File: config.mk
export PLATFORM = sky130hd
export DESIGN_NAME = game_timer
export DESIGN_NICKNAME = d
export VERILOG_FILES = /design/src/rtl/game_timer.sv
export SDC_FILE = /design/constraint.sdc
export NUM_CORES = 1
export LEC_CHECK = 0
export ABC_AREA = 0
export BUFFER_PORTS_ARGS = -buffer_cell sky130_fd_sc_hd__buf_2
export CORE_UTILIZATION = 60
export DETAILED_ROUTE_END_ITERATION = 7
export PLACE_DENSITY = 0.81
export SYNTH_ARGS = -nofsm -noshare
export SYNTH_HDL_FRONTEND = slang
export SYNTH_SLANG_ARGS = --single-unit
File: constraint.sdc
create_clock -name clk -period 5.7 [get_ports clk]
set_clock_uncertainty 0.2 [all_clocks]
set_input_delay 0.57 -clock clk [delete_from_list [all_inputs] [get_ports clk]]
set_output_delay 0.57 -clock clk [all_outputs]
set_load 0.005 [all_outputs]
File: src/rtl/game_timer.sv
// Programmable down-count game timer: prescaled base tick drives a loadable
// seconds counter with one-shot / auto-reload modes and pause/resume.
module game_timer #(
    parameter int unsigned CLOCK_FREQ = 12500000,
    parameter int unsigned PRE_W      = 24,
    parameter int unsigned CNT_W      = 8
) (
    input  logic             clk,
    input  logic             reset,
    input  logic             en,
    input  logic             start,
    input  logic             stop,
    input  logic             load,
    input  logic [CNT_W-1:0] load_val,
    input  logic             mode,
    output logic             tick,
    output logic [CNT_W-1:0] count,
    output logic             running,
    output logic             expired,
    output logic             done
);

    localparam logic [PRE_W-1:0] PRE_LAST = PRE_W'(CLOCK_FREQ - 1);

    typedef enum logic [1:0] {
        IDLE  = 2'd0,
        RUN   = 2'd1,
        PAUSE = 2'd2,
        DONE  = 2'd3
    } state_e;

    state_e           state_q,   state_d;
    logic [PRE_W-1:0] pre_q,     pre_d;
    logic [CNT_W-1:0] reload_q,  reload_d;
    logic [CNT_W-1:0] count_q,   count_d;
    logic             tick_q,    tick_d;
    logic             expired_q, expired_d;
    logic             done_q,    done_d;
    logic             running_q;
    logic [CNT_W-1:0] start_cnt;

    // A start from IDLE/DONE with an exhausted count restarts from the reload value.
    assign start_cnt = (count_q == '0) ? reload_q : count_q;

    always_ff @(posedge clk) begin
        if (!reset) begin
            state_q   <= IDLE;
            pre_q     <= '0;
            reload_q  <= '0;
            count_q   <= '0;
            tick_q    <= 1'b0;
            expired_q <= 1'b0;
            done_q    <= 1'b0;
            running_q <= 1'b0;
        end else begin
            state_q   <= state_d;
            pre_q     <= pre_d;
            reload_q  <= reload_d;
            count_q   <= count_d;
            tick_q    <= tick_d;
            expired_q <= expired_d;
            done_q    <= done_d;
            running_q <= (state_d == RUN);
        end
    end

    always_comb begin
        state_d   = state_q;
        pre_d     = pre_q;
        reload_d  = reload_q;
        count_d   = count_q;
        tick_d    = 1'b0;
        expired_d = 1'b0;
        done_d    = done_q;

        if (load) begin
            reload_d = load_val;
            count_d  = load_val;
            pre_d    = '0;
            state_d  = IDLE;
            done_d   = 1'b0;
        end else if (stop) begin
            if (state_q == RUN) begin
                state_d = PAUSE;
            end
        end else if (start && (state_q != RUN)) begin
            if (state_q == PAUSE) begin
                state_d = RUN;
            end else if (start_cnt != '0) begin
                count_d = start_cnt;
                pre_d   = '0;
                state_d = RUN;
                done_d  = 1'b0;
            end
        end else if ((state_q == RUN) && en) begin
            // Terminal prescaler edge: emit tick and step the seconds counter.
            if (pre_q == PRE_LAST) begin
                pre_d  = '0;
                tick_d = 1'b1;
                if (count_q > CNT_W'(1)) begin
                    count_d = count_q - CNT_W'(1);
                end else begin
                    expired_d = 1'b1;
                    if (mode) begin
                        count_d = reload_q;
                    end else begin
                        count_d = '0;
                        state_d = DONE;
                        done_d  = 1'b1;
                    end
                end
            end else begin
                pre_d = pre_q + PRE_W'(1);
            end
        end
    end

    assign tick    = tick_q;
    assign count   = count_q;
    assign running = running_q;
    assign expired = expired_q;
    assign done    = done_q;

endmodule

==> results.md <==
- Yosys top cell by area: dfxtp_1
- HP Start: pre_q[1]$_SDFFE_PP0P_
- RSZ-0062 raised after global routing: no
- Final GP Congestion: about 1.0
- Ys flop type: dfxtp_1
- Vias per cell: 6.48
- Req. time, crit path: 5680 ps
- Root Driver: clkbuf_8
- Worst Setup Start Kind: flip-flop
- Sequential share of the synthesized area: 34.1%
- Slew HR: 54.3%
- Post-CTS setup repair buffer count: 0
- Power per cell area: 244 nW/um2
- Synth cell types: 63
- Post-DRT Antenna Nets: 0
- Top cells by area, synth: dfxtp_1 (34%), xnor2_1 (4.2%), nor2_1 (3.9%)
- Area Growth Syn to Fin: 7.70%
- Syn avg cell area: 8.46 um2
- Post-DP HPWL: 4430 um
- Final slew viol count: 0
- Nets: 353
- Number of warnings issued by yosys: 0
- Clock tree buffer depth: 2
- P_leak: 0.00101 uW
- Die width: 69.1 um
- Crit Path Category: flip-flop to flip-flop
- CTS Sinks: 46
- Via Count: 2500
- Diodes inserted: 0
- Die Y: 69.1 um
- H-tree depth: 2
- Layout cells sized above 1: between 10% and 20%
- Initial DRT Pass Iterations: 5
- Synth Instances: ~320
- Hold crit path type: flip-flop to flip-flop
- Placed Area: 2790 um2
- Period minus WS final: 3020 ps
- #FFs+latches synth: 46
- IO Pins: 27
- Final Cell Area: just under 3000 um2
- Placed cells: ~380
- Total congestion overflow: 0
- Antenna violations before repair: 0
- WP data arrival: 3010 ps
- Clock-pin slew on the worst setup and hold paths: approximately 90 ps
- CTS tree: done
- Number of synthesized flops with an enable pin: 0
- Initial DRC count: 248
- Fillers: 371
- Status: complete, no violations
- Final Hold Violating Endpoints: 0
- PortBufs: 26
- Synth Cell Area: 2700 um2
- Async SR Flop Fraction: 0%
- Setup crit start: count[0]$_SDFFE_PN0P_
- Worst-Margin Slew: 685 ps
- Top cell type's share of synthesized area: between 30% and 40%
- Synth Net Count: 338
- Initial Utilization: between 60% and 70%
- Reg2reg start: count[0]$_SDFFE_PN0P_
- Routed WL: 6320 um
- Vias in the first global route: 2221
- Cts hold-fix bufs: 0
- Die Area: 4770 um2
- Final Cycle Share: 53.0%
- Max VDD drop: ~0.14 mV
- FMAX: 331 MHz
- Non-filler cells, final: just under 400
- Cts bufs inserted: 5
- Post_cts resized: 0
- Worst-Skew Late Latency: 300 ps
- Avg WL per Cell: ~16 um
- Row cnt: 24
- Core Area: 4320 um2
- Crit Path Max Fanout: 18
- Critical Path End Type: flip-flop
- Fin Setup TNS: 0 ps
- First-pass GRT wire length: ~11000 um
- Final setup violation count: 0
- Total power: 710 uW
- DRC: 0
- Largest net degree at the start of global routing: 25
- GRT Total Usage: 27.2%
- Max cap viols: 0
-- report_power, final --
group / leakage, uW / total [uW] / internal [uW] / switching (uW)
clock network: 0.0000573 / 250 / 140 / 110
registers: 0.000374 / 349 / 330 / 18.5
logic: 0.000575 / 111 / 44.4 / 66.6
total: 0.00101 / 710 / 515 / 195
-- flip-flops by register name, summed over array words and instances (netlist names) --
register,flops
reload_q,8
tick,1
running,1
pre_q,24
count,8
expired,1
state_q,2
done,1
-- layer usage --
| layer | share of wire (%) | wire [um] | vias to the layer above | global-route usage [%] |
|---|---|---|---|---|
| met3 | 6.6 | 419 | 13 | 4.53 |
| met4 | 1.9 | 117 | 0 | 10.9 |
| met1 | 48 | 3070 | 1162 | 39.6 |
| li1 | - | - | 1226 | - |
| met5 | 0 | 0 | - | 0 |
| met2 | 43 | 2720 | 99 | 39.9 |
-- path summary, 6_finish.rpt --
| path | endpoint | slack (ps) | cells past startpoint |
|---|---|---|---|
| max reg2reg | pre_q[22]$_SDFFE_PP0P_ | 2680 | 8 |
| max | pre_q[22]$_SDFFE_PP0P_ | 2680 | 8 |
| min | pre_q[1]$_SDFFE_PP0P_ | 300 | 2 |
| min reg2reg | pre_q[1]$_SDFFE_PP0P_ | 300 | 2 |
-- critical path, stage by stage, from the launching register on --
cell       delay [ps]
dfxtp_1           540
inv_1             140
ha_1              260
nor4b_1           170
a31oi_1           410
o21ai_2           310
a2111oi_0         640
xnor2_1           180
nor2_1             50
-- cell families after synthesis --
family / Yosys count / synth area share (%)
AO/OA/AOI/OAI: 86 / 23.0
XOR/XNOR: 18 / 5.84
adder cells (fa/ha/maj): 4 / 1.86
buffers and inverters: 27 / 4.96
flip-flops: 46 / 34.1
multiplexers: 9 / 3.34
AND/OR/NAND/NOR: 129 / 26.9
-- final cells by class --
cell class                      instances  area (um2)  share of cell area (%)
Inverter                                9        33.8                    1.16
Multi-Input combinational cell        246        1640                    56.5
Clock buffer                            6        82.6                    2.84
Clock inverter                          1        30.0                    1.03
Tap cell                               52        65.1                    2.24
Timing Repair Buffer                   26         130                    4.48
Sequential cell                        46         921                    31.7
-- placed cells by master, fill, tap and decap left out, types with 2 or more instances in the layout --
cell type / count
clkbuf_8: 6
and2_1: 3
or4_1: 3
mux2i_1: 9
a2111oi_0: 8
nand4_1: 5
inv_1: 9
or3_1: 2
o211ai_1: 2
dfxtp_1: 46
o21ai_1: 5
ha_1: 4
nor2_1: 28
nor3_1: 11
buf_2: 26
o31ai_1: 4
and3_1: 5
o22ai_1: 3
nand3_1: 14
a21oi_2: 3
and4_1: 2
o21a_1: 2
a31oi_1: 8
nand2b_1: 4
nor4_1: 4
nand3b_1: 2
o2111ai_1: 4
a21oi_1: 14
o21ai_0: 10
xnor2_1: 13
nor4b_4: 2
xor2_1: 5
nand2_1: 24
or2_2: 2
a211oi_1: 7
nor2b_1: 8
nor4b_1: 2
-- cells in the mapped netlist, drive strengths merged (2+ instances only) --
library cell,count
a2111oi,8
a211oi,7
a21boi,2
a21oi,17
a31oi,8
and2,3
and3,5
and4,2
buf,7
clkbuf,11
dfxtp,46
ha,4
inv,9
mux2i,9
nand2,25
nand2b,4
nand3,14
nand3b,2
nand4,5
nor2,28
nor2b,8
nor3,11
nor4,4
nor4b,4
o2111ai,4
o211ai,2
o21a,3
o21ai,16
o22ai,3
o31ai,4
or2,2
or3,3
or4,4
xnor2,13
xor2,5
-- per-stage QoR --
step	setup slack (ps)	util [%]	hold WS, ps
4_1_cts	2740	67.2	300
3_5_place_dp	2750	64.6	287
2_1_floorplan	3180	-	267
3_3_place_gp	2770	64.6	280
5_1_grt	2420	67.2	325
6_report	2680	67.2	304
Power figures use the tool's default switching activity.
